[src/rtl/fp_div_pkg.sv]
// Shared definitions for the parameterised floating-point divider: FSM encoding,
// default field widths, special-result kinds and flag bit positions.
package fp_div_pkg;

  localparam int DEF_EXP_W = 5;
  localparam int DEF_MAN_W = 10;

  localparam logic [1:0] S_IDLE   = 2'd0;
  localparam logic [1:0] S_UNPACK = 2'd1;
  localparam logic [1:0] S_ITER   = 2'd2;
  localparam logic [1:0] S_ROUND  = 2'd3;

  // SPC_NAN packs to all ones (sign included), SPC_INF to {sign, all ones},
  // SPC_ZERO to signed zero; SPC_NONE takes the rounded quotient.
  typedef enum logic [1:0] {
    SPC_NONE,
    SPC_NAN,
    SPC_INF,
    SPC_ZERO
  } special_e;

  localparam int FLAG_INVALID   = 3;
  localparam int FLAG_DIV_ZERO  = 2;
  localparam int FLAG_OVERFLOW  = 1;
  localparam int FLAG_UNDERFLOW = 0;

endpackage

[src/rtl/fp_div_round.sv]
// Normalise, round-to-nearest-even and pack the raw restoring-division quotient;
// out-of-range exponents flush to signed zero or saturate to {sign, all ones}.
module fp_div_round
  import fp_div_pkg::*;
#(
  parameter int EXP_W = DEF_EXP_W,
  parameter int MAN_W = DEF_MAN_W
) (
  input  logic                    sign,
  input  logic signed [EXP_W+1:0] exp_in,
  input  logic [MAN_W+2:0]        quo,
  input  logic                    rem_nz,
  output logic [EXP_W+MAN_W:0]    result,
  output logic                    overflow,
  output logic                    underflow
);
  localparam logic signed [EXP_W+1:0] EXP_MAX = (EXP_W+2)'((1 << EXP_W) - 2);
  localparam logic signed [EXP_W+1:0] ONE     = (EXP_W+2)'(1);

  logic                    guard;
  logic                    sticky;
  logic                    round_up;
  logic [MAN_W:0]          man;
  logic [MAN_W+1:0]        man_r;
  logic [MAN_W-1:0]        frac;
  logic signed [EXP_W+1:0] exp_n;
  logic signed [EXP_W+1:0] exp_f;

  // NOTE: every branch below assigns every output, so no latch is inferred.
  always_comb begin
    // Quotient lies in [0.5, 2): the top bit tells whether a one-place shift is needed.
    if (quo[MAN_W+2]) begin
      man    = quo[MAN_W+2:2];
      guard  = quo[1];
      sticky = quo[0] | rem_nz;
      exp_n  = exp_in;
    end else begin
      man    = quo[MAN_W+1:1];
      guard  = quo[0];
      sticky = rem_nz;
      exp_n  = exp_in - ONE;
    end
    round_up = guard & (sticky | man[0]);
    man_r    = {1'b0, man} + {{(MAN_W+1){1'b0}}, round_up};
    if (man_r[MAN_W+1]) begin
      exp_f = exp_n + ONE;
      frac  = man_r[MAN_W:1];
    end else begin
      exp_f = exp_n;
      frac  = man_r[MAN_W-1:0];
    end
    underflow = exp_f < ONE;
    overflow  = exp_f > EXP_MAX;
    if (underflow)     result = {sign, {(EXP_W+MAN_W){1'b0}}};
    else if (overflow) result = {sign, {(EXP_W+MAN_W){1'b1}}};
    else               result = {sign, exp_f[EXP_W-1:0], frac};
  end

endmodule

[src/rtl/fp_div_param.sv]
// Multi-cycle floating-point divider, one restoring quotient bit per cycle.
// Optional flags output enabled by defining FP_DIV_FLAGS_EN.
module fp_div_param
  import fp_div_pkg::*;
#(
  parameter int EXP_W = DEF_EXP_W,
  parameter int MAN_W = DEF_MAN_W
) (
  input  logic                 clk,
  input  logic                 rst,
  input  logic                 input_valid,
  input  logic [EXP_W+MAN_W:0] data_dividend,
  input  logic [EXP_W+MAN_W:0] data_divisor,
  output logic                 output_update,
  output logic                 idle,
  output logic [EXP_W+MAN_W:0] data_q
`ifdef FP_DIV_FLAGS_EN
  ,
  output logic [3:0]           flags
`endif
);
  localparam int W  = 1 + EXP_W + MAN_W;
  localparam int QW = MAN_W + 3;
  localparam int CW = $clog2(QW + 1);
  localparam logic [CW-1:0]           LAST_ITER = CW'(QW - 1);
  localparam logic signed [EXP_W+1:0] BIAS      = (EXP_W+2)'((1 << (EXP_W - 1)) - 1);

  logic [1:0]              state;
  logic [CW-1:0]           iter_cnt;
  logic [W-1:0]            op_a, op_b;
  logic                    res_sign;
  logic signed [EXP_W+1:0] res_exp;
  logic [MAN_W+1:0]        rem;
  logic [MAN_W+1:0]        rem_diff;
  logic [MAN_W:0]          div_man;
  logic [QW-1:0]           quo;
  special_e                special, special_d;
  logic [EXP_W-1:0]        exp_a, exp_b;
  logic [W-1:0]            rnd_result, result;
  logic                    rnd_ovf, rnd_unf;

  assign idle     = (state == S_IDLE);
  assign exp_a    = op_a[W-2:MAN_W];
  assign exp_b    = op_b[W-2:MAN_W];
  assign rem_diff = rem - {1'b0, div_man};

  // Subnormals count as zero; an all-ones exponent anywhere poisons the result.
  always_comb begin
    special_d = SPC_NONE;
    if ((&exp_a) || (&exp_b) || (exp_a == '0 && exp_b == '0)) special_d = SPC_NAN;
    else if (exp_b == '0)                                      special_d = SPC_INF;
    else if (exp_a == '0)                                      special_d = SPC_ZERO;
  end

  // NOTE: datapath registers carry no reset; the FSM guarantees they are loaded before use.
  always_ff @(posedge clk) begin
    case (state)
      S_IDLE: if (input_valid) begin
        op_a <= data_dividend;
        op_b <= data_divisor;
      end
      S_UNPACK: begin
        res_sign <= op_a[W-1] ^ op_b[W-1];
        res_exp  <= $signed({2'b00, exp_a}) - $signed({2'b00, exp_b}) + BIAS;
        rem      <= {2'b01, op_a[MAN_W-1:0]};
        div_man  <= {1'b1, op_b[MAN_W-1:0]};
        quo      <= '0;
        special  <= special_d;
      end
      S_ITER: begin
        if (rem >= {1'b0, div_man}) begin
          rem <= {rem_diff[MAN_W:0], 1'b0};
          quo <= {quo[QW-2:0], 1'b1};
        end else begin
          rem <= {rem[MAN_W:0], 1'b0};
          quo <= {quo[QW-2:0], 1'b0};
        end
      end
      default: ;
    endcase
  end

  fp_div_round #(.EXP_W(EXP_W), .MAN_W(MAN_W)) u_round (
    .sign      (res_sign),
    .exp_in    (res_exp),
    .quo       (quo),
    .rem_nz    (|rem),
    .result    (rnd_result),
    .overflow  (rnd_ovf),
    .underflow (rnd_unf)
  );

  always_comb begin
    result = rnd_result;
    case (special)
      SPC_NAN:  result = '1;
      SPC_INF:  result = {res_sign, {(W-1){1'b1}}};
      SPC_ZERO: result = {res_sign, {(W-1){1'b0}}};
      default:  ;
    endcase
  end

`ifdef FP_DIV_FLAGS_EN
  logic [3:0] flags_d;
  always_comb begin
    flags_d                 = '0;
    flags_d[FLAG_INVALID]   = (special == SPC_NAN);
    flags_d[FLAG_DIV_ZERO]  = (special == SPC_INF);
    flags_d[FLAG_OVERFLOW]  = (special == SPC_NONE) && rnd_ovf;
    flags_d[FLAG_UNDERFLOW] = (special == SPC_NONE) && rnd_unf;
  end
`else
  logic unused_flags;
  assign unused_flags = rnd_ovf | rnd_unf;
`endif

  always_ff @(posedge clk) begin
    if (rst) begin
      state         <= S_IDLE;
      iter_cnt      <= '0;
      output_update <= 1'b0;
      data_q        <= '0;
`ifdef FP_DIV_FLAGS_EN
      flags         <= '0;
`endif
    end else begin
      output_update <= 1'b0;
      case (state)
        S_IDLE:   if (input_valid) state <= S_UNPACK;
        S_UNPACK: begin
          iter_cnt <= '0;
          state    <= S_ITER;
        end
        S_ITER: begin
          iter_cnt <= iter_cnt + CW'(1);
          if (iter_cnt == LAST_ITER) state <= S_ROUND;
        end
        default: begin
          data_q        <= result;
          output_update <= 1'b1;
          state         <= S_IDLE;
`ifdef FP_DIV_FLAGS_EN
          flags         <= flags_d;
`endif
        end
      endcase
    end
  end

endmodule

[config.mk]
export PLATFORM = sky130hd
export DESIGN_NAME = fp_div_param
export DESIGN_NICKNAME = d
export VERILOG_FILES = /design/src/rtl/fp_div_pkg.sv /design/src/rtl/fp_div_round.sv /design/src/rtl/fp_div_param.sv
export SDC_FILE = /design/constraint.sdc
export NUM_CORES = 1
export LEC_CHECK = 0
export ABC_AREA = 1
export ABC_CLOCK_PERIOD_IN_PS = 5480
export CAP_MARGIN = 10
export CORE_MARGIN = 3
export CORE_UTILIZATION = 43
export DETAILED_ROUTE_END_ITERATION = 16
export SKIP_LAST_GASP = 1
export SLEW_MARGIN = 20
export SYNTH_ARGS = -nofsm -noshare
export SYNTH_HDL_FRONTEND = slang
export SYNTH_SLANG_ARGS = --single-unit
[constraint.sdc]
create_clock -name clk -period 5.48 [get_ports clk]
set_input_delay 0.548 -clock clk [delete_from_list [all_inputs] [get_ports clk]]
set_output_delay 0.548 -clock clk [all_outputs]
set_load 0.02 [all_outputs]
* After elaboration in Yosys (flattened, before gate mapping)
Cells that the tools add are included.
** Storage, ports and cells
- Bits in registers :: 100
- Latch bits :: 0
- Memory bits (writable) :: 0
- ROM bits :: 0
- Bits of input ports :: 35
- Output and inout port bits :: 18
- Word-level logic and storage cells :: 67
- Memories kept :: 0
** Cells by class
- Add/subtract/negate cells :: 7
- Multipliers :: 0
- Divide/modulo/power cells :: 0
- Magnitude comparators :: 3
- Equal/unequal tests :: 8
- Shift operators :: 0
- Mux-type cells :: 20
- Bitwise logic cells :: 4
- Reduce and logical (&&, ||, !) cells :: 13
** Operators by type and width (number)
- one-hot mux 16 bit (3 select lines) :: 1
- 2-to-1 mux 15 bit :: 2
- one-hot mux 13 bit (2 select lines) :: 1
- one-hot mux 12 bit (2 select lines) :: 1
- 2-to-1 mux 7 bit :: 2
- adder 11 x 1 -> 12 bit :: 1
- >= comparator 12 x 11 -> 1 bit :: 1
- 2-to-1 mux 12 bit :: 1
- OR reduction 12 bit :: 1
- 2-to-1 mux 11 bit :: 1
- subtractor 11 bit :: 1
- zero test 5 bit :: 2
- 2-to-1 mux 10 bit :: 1
- AND reduction 5 bit :: 2
- 2-to-1 mux 2 bit :: 4
- one-hot mux 4 bit (2 select lines) :: 1
- adder 6 x 5 -> 7 bit, second input constant :: 1
- adder 7 x 2 -> 7 bit, second input constant :: 1
- > comparator 7 x 6 -> 1 bit, second input constant :: 1
- < comparator 7 x 2 -> 1 bit, second input constant :: 1
- subtractor 7 x 2 -> 7 bit, second input constant :: 1
- equality test 2 bit, second input constant :: 3
- one-hot mux 2 bit (3 select lines) :: 1
- subtractor 5 x 5 -> 6 bit :: 1
- other kinds (14) :: 22

* Longest topological paths before layout
Gate-level depths: netlist (run 1).
- Depth in word-level cells :: 11
- Gate-level depth with buffers :: 19
- Gate-level depth less buffers :: 18

* Hierarchy
From an unflattened synthesis (run 1), not the netlist that was laid out.
** Unflattened totals
- Cells, all modules :: 730
- Area, all modules :: 5983.2 um^2
** Modules (own cells, without submodules)
- fp_div_param :: instances 1, cells each 507, area an instance 4840.9 um^2, seq. area each 2772.7 um^2
- fp_div_round :: instances 1, cells each 223, area an instance 1142.3 um^2, seq. area each 0.0 um^2

* Worst setup path before layout (run 1)
No wires, ideal clock.
- Kind :: reg2reg
- From :: register rem[0]
- To :: register rem[5] (data pin)
- Setup time :: 0.259 ns
- Data arrival time :: 1.980 ns
- Data required time :: 5.221 ns
- Slack :: 3.241 ns
- Cell stages (with the launch flop) :: 13
- Buffers on the path :: 1
- Clock period less this slack :: 2.239 ns
- Path through :: edfxtp_1 > inv_1 > ha_1 > fa_1 > nor2_1 > nor2_1 > inv_1 > nand3_1 > nand3_1 > clkbuf_1 > nand2_1 > o211ai_1 > nand2_1
** Between the ends
- Word-level cells in the longest chain between the ends :: 3
- Elaborated cells between the ends (all ways) :: 4
- Those cells by class :: 1 x add/sub; 1 x order compare; 2 x mux
** RTL lines
- from (decl) :: RTL line fp_div_param.sv:33 : logic [MAN_W+1:0] rem;
- from (signal assigned) :: RTL line fp_div_param.sv:65 : rem <= {2'b01, op_a[MAN_W-1:0]};
- from (signal assigned) :: RTL line fp_div_param.sv:72 : rem <= {rem_diff[MAN_W:0], 1'b0};
- from (signal assigned) :: RTL line fp_div_param.sv:75 : rem <= {rem[MAN_W:0], 1'b0};
- subtractor 11 bit / >= comparator 12 x 11 -> 1 bit (equally long branches) :: RTL line fp_div_param.sv:45, fp_div_param.sv:71
- 2-to-1 mux 12 bit (*) :: RTL line fp_div_param.sv:71 : if (rem >= {1'b0, div_man}) begin
- one-hot mux 12 bit (2 select lines) (*) :: RTL line fp_div_param.sv:57 : case (state)
Mark *: on every way between the ends. The rest lies on a longest branch, timed or not.
A chain may end at the register's enable or synchronous reset.

* Worst setup path after layout (run 1)
- From :: register quo[12]
- To :: register data_q[2]
** Between the ends
- Word-level cells in the longest chain between the ends :: 9
- Elaborated cells between the ends (all ways) :: 15
- Those cells by class :: 2 x add/sub; 2 x order compare; 9 x mux; 2 x bitwise
** RTL lines
- from (decl) :: RTL line fp_div_param.sv:36 : logic [QW-1:0] quo;
- from (signal assigned) :: RTL line fp_div_param.sv:73 : quo <= {quo[QW-2:0], 1'b1};
- from (signal assigned) :: RTL line fp_div_param.sv:76 : quo <= {quo[QW-2:0], 1'b0};
- 2-to-1 mux 1 bit / 2-to-1 mux 11 bit (equally long branches) :: RTL line fp_div_round.sv:32 : if (quo[MAN_W+2]) begin
- bitwise OR 1 bit :: RTL line fp_div_round.sv:43 : round_up = guard & (sticky | man[0]);
- AND 1 bit :: RTL line fp_div_round.sv:43
- adder 11 x 1 -> 12 bit :: RTL line fp_div_round.sv:44 : man_r = {1'b0, man} + {{(MAN_W+1){1'b0}}, round_up};
- 2-to-1 mux 7 bit :: RTL line fp_div_round.sv:45 : if (man_r[MAN_W+1]) begin
- > comparator 7 x 6 -> 1 bit :: RTL line fp_div_round.sv:53 : overflow = exp_f > EXP_MAX;
- 2-to-1 mux 15 bit :: RTL line fp_div_round.sv:55 : else if (overflow) result = {sign, {(EXP_W+MAN_W){1'b1}}};
- 2-to-1 mux 15 bit (*) :: RTL line fp_div_round.sv:54 : if (underflow) result = {sign, {(EXP_W+MAN_W){1'b0}}};
- one-hot mux 16 bit (3 select lines) (*) :: RTL line fp_div_param.sv:95 : case (special)
- to (signal assigned) :: RTL line fp_div_param.sv:139 : data_q <= result;
- to (decl) :: RTL line fp_div_param.sv:16 : output logic [EXP_W+MAN_W:0] data_q
Marked as above.

==> results of run 1 <==
[cells in the final DEF (no fill, tap or decap), drive strengths merged]
cell type | Yosys | final
nand2 | 187 | 187
inv | 89 | 89
edfxtp | 77 | 77
clkdlybuf4s50 | 0 | 52
nor2 | 48 | 48
a21oi | 42 | 42
o21ai | 35 | 35
ha | 26 | 26
nand3 | 24 | 24
dfxtp | 23 | 23
xor2 | 17 | 17
clkbuf | 7 | 10
xnor2 | 8 | 8
nor3 | 8 | 8
o211ai | 7 | 7
nand4 | 5 | 5
clkinv | 0 | 4
nand3b | 3 | 3
nor4 | 3 | 3
a21o | 2 | 2
a221oi | 2 | 2
or2 | 2 | 2
fa | 2 | 2
buf | 5 | 2
and2 | 1 | 1
a21boi | 1 | 1
o21bai | 1 | 1
o2111ai | 1 | 1
a31oi | 1 | 1
o21a | 1 | 1
o22ai | 1 | 1
a211oi | 1 | 1
clkinvlp | 0 | 1
bufinv | 0 | 1
[flip-flops by register name (all words and copies together), names as in the netlist, 4 cells and up]
name and cells:
quo 13, iter_cnt 4, rem 12, op_a 16, div_man 10, op_b 16
data_q 16, res_exp 7
[logic make-up (layout without fill, tap and decap cells)]
group,Yosys count,count (layout),share of synthesized area [%]
buf+inv,101,159,7.35
flops,100,100,49.4
compound gates,95,95,10.2
xor+xnor,25,25,3.90
fa+ha+maj,28,28,6.50
simple gates,281,281,22.7
[path summary, 6_finish.rpt]
check                     to  slack (ns)  depth (start not counted)
setup / recovery   data_q[2]        2.57                         15
hold / removal    div_man[3]        0.42                          0
setup reg to reg   data_q[2]        2.57                         15
hold reg to reg   div_man[3]        0.42                          0
[metal layers]
layer,GRT usage (%),share of wire [%],up-vias,wire (µm)
met4,6.37,2.0,0,200
met1,19.6,47,1836,4720
met3,2.62,3.6,12,361
li1,-,-,2176,-
met5,0,0,-,0
met2,26.0,48,66,4860
[cell type report]
cell class | count | area (µm²) | area share (%)
Inverter | 89 | 334 | 5.07
Multi-Input combinational cell | 429 | 2430 | 36.9
Clock buffer | 10 | 239 | 3.62
Timing Repair Buffer | 54 | 536 | 8.12
Sequential cell | 100 | 2770 | 42.1
Clock inverter | 6 | 63.8 | 0.968
Tap cell | 172 | 215 | 3.26
[stage by stage]
stage / cells / power (W) / hold WS (ns)
floorplan: 630 / 0.00267 / 0.400
global placement: 844 / 0.00303 / 0.401
detailed placement: 844 / 0.00307 / 0.405
CTS: 860 / 0.00372 / 0.421
global route: 860 / 0.00404 / 0.431
finish: 860 / 0.00368 / 0.419
[worst reg2reg max path, stage by stage (launching register included)]
cell and delay (ns):
edfxtp_1 0.82, inv_2 0.30, nand2_1 0.12, nand2_1 0.09, inv_1 0.08, ha_1 0.18
nand2_1 0.08, nor2_1 0.10, nand2_1 0.08, nor2_2 0.11, nand2_1 0.07, nand2_2 0.09
nand3_2 0.09, a21oi_4 0.41, nand2_1 0.12, a21oi_1 0.14
[where the power goes]
group          switching, W  internal (W)
Clock              0.000272      0.000365
Combinational       0.00112      0.000611
Sequential         0.000154       0.00115
Total               0.00155       0.00213
==> results.yml, run 1 <==
sta:
  finalCritPeriodShare_pct: 53.1
  tightest_slew_ns: 1.04
  setup_tns_ns: 0
  fmax_mhz: 343
  skew_ns: 0.00541
  grt_setup_unrepaired: "false"
  finalSetupViolCount: 0
  hold_viol: 0
  relSlewSlack_pct: 30.6
  period_minus_slack_ns: 2.91
  layout_setup_ws_ns: 2.57
  slew_violations: 0
cts:
  cts_buffers: 9
  ctsHoldBuffers: 0
  htreeDepth: 3
  post_cts_buffers: 0
  clockBufferDepth: 2
  insertion_delay_ns: 0.35
  cts-root-buf: "clkbuf_16"
  cts_resized: 0
  cts_sinks: 100
  path_clk_slew_ns: 0.07
  cts_tree: "done"
yosys:
  ys_ff_latch: 100
  synth-async-reset-ratio_pct: 0
  yosys.area.top_type: "edfxtp_1"
  ys_seq_area_share_pct: 49.4
  synth_top_area_share_pct: 41.2
  syn-num-nets: 693
  avgSynthCellArea_um2: 8.92
  synth_area_mm2: 0.00562
  synth-warning-count: 0
  synth.distinct_cells: 42
  synth.most_common_cell: "nand2_1"
  synthCells: 630
  synth_common_cells: "nand2_1 (162), inv_1 (87), edfxtp_1 (77)"
  synth_area_leaders: "edfxtp_1 (41%), nand2_1 (11%), dfxtp_1 (8.2%)"
  synth-edff-count: 77
  ys.flop_type: "edfxtp_1"
placed_design:
  place_area_mm2: 0.00629
  dpl_worst_slack_ns: 2.57
  hpwl_mm: 7.66
  port_buffers: 52
  place_congestion: 0.869
die:
  io_pins: 53
  die_width_um: 120
  die_area_mm2: 0.0145
  core_area_mm2: 0.0127
  die_h_um: 120
  start_util_pct: 44.2
  num_rows: 41
finish:
  n_fill_cell: 1230
  fin_util_pct: 51.8
  diodes: 0
  layout-drive-gt1-share_pct: 9.88
  nets: 746
  area_growth_pct: 17.3
  final_area_mm2: 0.00659
setup_path:
  setup.worst_path.start: "quo[12]"
  critical_path_peak_fanout: 23
  crit_buf_inv: 2
  crit_type: "reg2reg"
  endpoint_kind: "flip-flop"
  slowest_delay_ns: 0.82
  path_cells: "inv_2, nand2_1, nand2_1, inv_1, ha_1, nand2_1, nor2_1, nand2_1, nor2_2, nand2_1, nand2_2, nand3_2, a21oi_4, nand2_1, a21oi_1"
  r2r_start: "quo[12]"
  startpoint_type: "flip-flop"
  cp_top_family: "simple AND/OR/NAND/NOR gates"
  cp.required_ns: 5.76
  cp.arrival_ns: 3.19
  slowest_stage: "edfxtp_1"
  cpMostUsedCell: "nand2_1"
pwr:
  p_per_area_mw_per_mm2: 558
  irDropWorstVdd_mv: 0.233
  p_leak_nw: 2.86
run_status:
  status: "finished, final reports clean"
routing:
  drt_wl_total_mm: 10.1
  drc: 0
  wl_per_cell_um: 11.8
  num_vias: 4090
  viasPerCell: 4.76
  postRouteAntennaNets: 0
  drtIter0Drc: 152
  first_pass_iters: 4
min_path:
  hp-start: "op_b[3]"
  hp-class: "reg2reg"
job:
  drv_cap: 0
global_route:
  grt_usage_pct: 15.4
  grt_pass1_vias: 3965
  grt_pass1_wl_mm: 18.1
  globalRouteOverflowTotal: 0
  antenna_found_initial: 0
  grt_max_degree: 33
Power figures use the tool's default switching activity.
==> run 2: changes to the inputs <==
- ABC_CLOCK_PERIOD_IN_PS: 5480 -> 2800
- clock period: 5.48 -> 2.8 ns (I/O delays scaled with it)
==> run 2 against run 1 <==
Flip-flop and latch count unchanged; worst setup slack worse by 2.3 ns; clock skew up 0.0046 ns; fmax increased by 17%; count of clock-buffer cells in the layout grew 2; non-clock buffer count increased by 10; worst hold slack is essentially flat; critical endpoint is now data_q[8].
==> results.yml, run 2 (synthesis gave the netlist of run 1 again) <==
placed_design:
  place_congestion: 0.869
  dpl_worst_slack_ns: 0.318
  place_area_mm2: 0.00635
  port_buffers: 52
  hpwl_mm: 8.19
die:
  num_rows: 41
  start_util_pct: 44.2
  core_area_mm2: 0.0127
  die_area_mm2: 0.0145
  io_pins: 53
  die_width_um: 120
  die_h_um: 120
pwr:
  irDropWorstVdd_mv: 0.490
  power.switching_w: 0.00308
  seq_power_share_pct: 34.9
  switching_share_pct: 42.6
  pwr-share-clk_pct: 16.1
  p_leak_nw: 2.90
  pwr-share-comb_pct: 49.0
  p_per_area_mw_per_mm2: 1090
  intPower_w: 0.00416
min_path:
  hp-start: "op_b[3]"
  hp-class: "reg2reg"
routing:
  wl_per_cell_um: 12.3
  drc: 0
  num_vias: 4184
  viasPerCell: 4.81
  first_pass_iters: 6
  drt_wl_total_mm: 10.7
  drtIter0Drc: 175
  postRouteAntennaNets: 0
sta:
  finalCritPeriodShare_pct: 89.0
  relSlewSlack_pct: 58.6
  grt_setup_unrepaired: "false"
  period_minus_slack_ns: 2.49
  hold_viol: 0
  skew_ns: 0.0100
  tightest_slew_ns: 0.620
  finalSetupViolCount: 0
  setup_tns_ns: 0
  hold_slack_ns: 0.419
  fmax_mhz: 401
  slew_violations: 0
  layout_setup_ws_ns: 0.307
cts:
  clockBufferDepth: 2
  cts-root-buf: "clkbuf_16"
  cts_tree: "done"
  htreeDepth: 3
  path_clk_slew_ns: 0.06
  cts_buffers: 9
  insertion_delay_ns: 0.35
  cts_sinks: 100
global_route:
  antenna_found_initial: 0
  grt_pass1_wl_mm: 18.6
  grt_pass1_vias: 4271
  grt_usage_pct: 15.9
  globalRouteOverflowTotal: 0
  grt_max_degree: 24
finish:
  fin_util_pct: 52.3
  mostFrequentLayoutCell: "nand2_1"
  final_cell_mix: "nand2_1 (162), inv_1 (87), edfxtp_1 (77)"
  nets: 756
  layout-drive-gt1-share_pct: 10.7
  reg_top3: "data_q: 16 flops, op_a: 16 flops, op_b: 16 flops"
  area_growth_pct: 18.4
  diodes: 0
  final_area_mm2: 0.00665
setup_path:
  cp.arrival_ns: 2.73
  critical_path_peak_fanout: 13
  crit_type: "reg2reg"
  endpoint_kind: "flip-flop"
  setup.worst_path.start: "quo[12]"
  startpoint_type: "flip-flop"
  cp.required_ns: 3.04
  r2r_start: "quo[12]"
job:
  drv_cap: 0
run_status:
  status: "finished, final reports clean"
run 2: final timing paths:
| path | endpoint | slack [ns] | cells after the start |
|---|---|---|---|
| max | data_q[8] | 0.31 | 14 |
| min | div_man[3] | 0.42 | 0 |
| max reg2reg | data_q[8] | 0.31 | 14 |
| min reg2reg | div_man[3] | 0.42 | 0 |
run 2: power by group through the flow:
stage / clock network, W / logic (W) / registers (W)
2_1_floorplan: 0 / 0.00269 / 0.00253
3_3_place_gp: 0 / 0.00348 / 0.00254
3_5_place_dp: 0 / 0.00355 / 0.00256
4_1_cts: 0.00121 / 0.00358 / 0.00253
5_1_grt: 0.00125 / 0.00409 / 0.00259
6_report: 0.00117 / 0.00355 / 0.00253
run 2: worst max-delay path: stages (launching register included):
cell and delay [ns]:
edfxtp_1 0.50, o21ai_0 0.40, nand2_4 0.12, nor2_8 0.20, inv_1 0.06, nor2_1 0.28, nand2_1 0.08, nand2_1 0.12
nor2_1 0.06, nand3_1 0.08, nand2_1 0.06, nand2_2 0.19, nand2_1 0.10, nand2_2 0.08, a21oi_2 0.04
run 2: cell type report:
class / count / area, µm²
timing repair buffer: 64 / 623
clock buffer: 12 / 246
sequential: 100 / 2770
fill: 1207 / 6070
tap: 172 / 215
inverter: 89 / 337
multi-input combinational: 429 / 2430
clock inverter: 4 / 25.0
run 2: timing repair:
item	CTS	global route
hold buffers	0	0
buffers inserted	0	3
gates resized for setup	0	1
endpoints found under the setup margin	0	8
run 2: metrics by stage:
stage	power [W]	instances
2_1_floorplan	0.00523	630
3_3_place_gp	0.00603	851
3_5_place_dp	0.00612	851
4_1_cts	0.00732	867
5_1_grt	0.00792	870
6_report	0.00724	870
run 2: metal layers:
| layer | routed length [µm] | part of all wire (%) | track usage, % | vias to the layer above |
|---|---|---|---|---|
| li1 | - | - | - | 2204 |
| met3 | 314 | 2.9 | 2.53 | 15 |
| met5 | 0 | 0 | 0 | - |
| met2 | 5400 | 51 | 28.7 | 64 |
| met1 | 4740 | 44 | 18.4 | 1901 |
| met4 | 231 | 2.2 | 7.58 | 0 |
==> run 3: changes to the inputs <==
- CORE_UTILIZATION: 43 -> 58
- PLACE_DENSITY: default -> 0.81
==> run 3 against run 2 <==
Global-route usage grew 4.6 points; wire length grew 0.20%; critical path depth grew 2; non-clock buffer count shrank 3; via count grew 3.4%; flip-flop and latch count is the same; sequential share of layout area grew 0.99 points; core utilization grew 17 points; worst hold slack gained 0.0075 ns; worst setup slack lost 0.028 ns; clock skew grew 0.0029 ns.
==> results.yml, run 3 (synthesis gave the netlist of run 1 again) <==
routing:
  drc: 0
  first_pass_iters: 5
  num_vias: 4328
  drt_wl_total_mm: 10.7
  viasPerCell: 5.25
  wl_per_cell_um: 13.0
  postRouteAntennaNets: 0
  drtIter0Drc: 153
pwr:
  p_per_area_mw_per_mm2: 1080
  p_leak_nw: 2.86
  irDropWorstVdd_mv: 0.502
run_status:
  status: "finished, final reports clean"
global_route:
  grt_pass1_vias: 4153
  globalRouteOverflowTotal: 0
  grt_usage_pct: 20.5
  grt_pass1_wl_mm: 18.4
  antenna_found_initial: 0
  grt_max_degree: 33
setup_path:
  critical_path_peak_fanout: 18
  cp.arrival_ns: 2.77
  ff2ff_setup_slack_ns: 0.28
  cp.required_ns: 3.05
  startpoint_type: "flip-flop"
  crit_type: "reg2reg"
  endpoint_kind: "flip-flop"
sta:
  setup_tns_ns: 0
  relSlewSlack_pct: 66.1
  grt_setup_unrepaired: "false"
  hold_viol: 0
  skew_ns: 0.0130
  tightest_slew_ns: 0.509
  fmax_mhz: 397
  slew_violations: 0
  finalSetupViolCount: 0
  finalCritPeriodShare_pct: 90.0
  period_minus_slack_ns: 2.52
finish:
  n_fill_cell: 735
  nets: 753
  layout-drive-gt1-share_pct: 10.8
  mostFrequentLayoutCell: "nand2_1"
  reg_top3: "data_q: 16 flops, op_a: 16 flops, op_b: 16 flops"
  area_growth_pct: 15.7
  final_area_mm2: 0.00650
  diodes: 0
  final_cell_mix: "nand2_1 (162), inv_1 (87), edfxtp_1 (77)"
  seq_area_mm2: 0.00277
  multi_input_area_mm2: 0.00243
die:
  io_pins: 53
  die_width_um: 104
  core_area_mm2: 0.00933
  die_h_um: 104
  num_rows: 35
  start_util_pct: 60.2
  die_area_mm2: 0.0109
cts:
  htreeDepth: 3
  cts_tree: "done"
  path_clk_slew_ns: 0.10
  cts_sinks: 100
  cts_buffers: 9
  insertion_delay_ns: 0.37
  cts-root-buf: "clkbuf_8"
  clockBufferDepth: 2
  cts_resized: 0
placed_design:
  place_congestion: 0.948
  hpwl_mm: 8.03
  port_buffers: 52
  place_area_mm2: 0.00628
job:
  drv_cap: 0
min_path:
  hp-class: "reg2reg"
## run 3: cell count changes in the layout (fill, tap and decap cells not counted), sizes merged
cell	delta
buf	-3
clkinv	+1
clkinvlp	-1
## run 3: routing by layer
| layer | wire (µm) | share of wire [%] | GRT usage, % | up-vias |
|---|---|---|---|---|
| li1 | - | - | - | 2189 |
| met1 | 4440 | 41 | 25.0 | 1994 |
| met2 | 5480 | 51 | 36.8 | 122 |
| met3 | 557 | 5.2 | 3.17 | 23 |
| met4 | 235 | 2.2 | 7.22 | 0 |
| met5 | 0 | 0 | 0 | - |
## run 3: path summary, 6_finish.rpt
check | start | to | cells after the start
max | quo[12] | data_q[9] | 16
min | op_b[1] | div_man[1] | 0
max reg2reg | quo[12] | data_q[9] | 16
min reg2reg | op_b[1] | div_man[1] | 0
## run 3: timing repair
item | 4_1_cts | 5_1_grt
endpoints found under the setup margin | 0 | 15
hold buffers | 0 | 0
buffers inserted | 0 | 1
## run 3: layout make-up
type	count	share of cell area, %
timing repair buffer	61	9.24
sequential	100	42.7
clock inverter	4	0.481
tap	129	2.48
inverter	89	5.14
clock buffer	12	2.54
multi-input combinational	429	37.4
## run 3: critical path, stage by stage (launching register included)
cell	delay (ns)
edfxtp_1	0.50
inv_2	0.28
nand2_1	0.11
nand2_1	0.12
nand2_1	0.10
nor2_4	0.21
nand2_1	0.07
nor2_1	0.22
nand2_1	0.08
nand2_1	0.11
nor2_1	0.05
nand3_1	0.08
nand2_1	0.07
nand2_2	0.19
nand2_1	0.10
nand2_2	0.07
a21oi_2	0.04
## run 3: power by group
part	leakage, nW	switching [W]	internal (W)
Combinational	1.84	0.00232	0.00126
Sequential	0.919	0.000288	0.00225
Clock	0.103	0.000501	0.000402
Total	2.86	0.00311	0.00391
## run 3: per-stage QoR
step	hold slack, ns	worst slack [ns]	util (%)	power, W	std cells
floorplan	0.349	0.561	-	0.00523	630
global placement	0.401	0.431	67.3	0.00591	807
detailed placement	0.405	0.223	67.3	0.00608	807
CTS	0.428	0.209	69.4	0.00701	823
global route	0.435	0.00336	69.7	0.00764	824
finish	0.427	0.279	69.7	0.00702	824
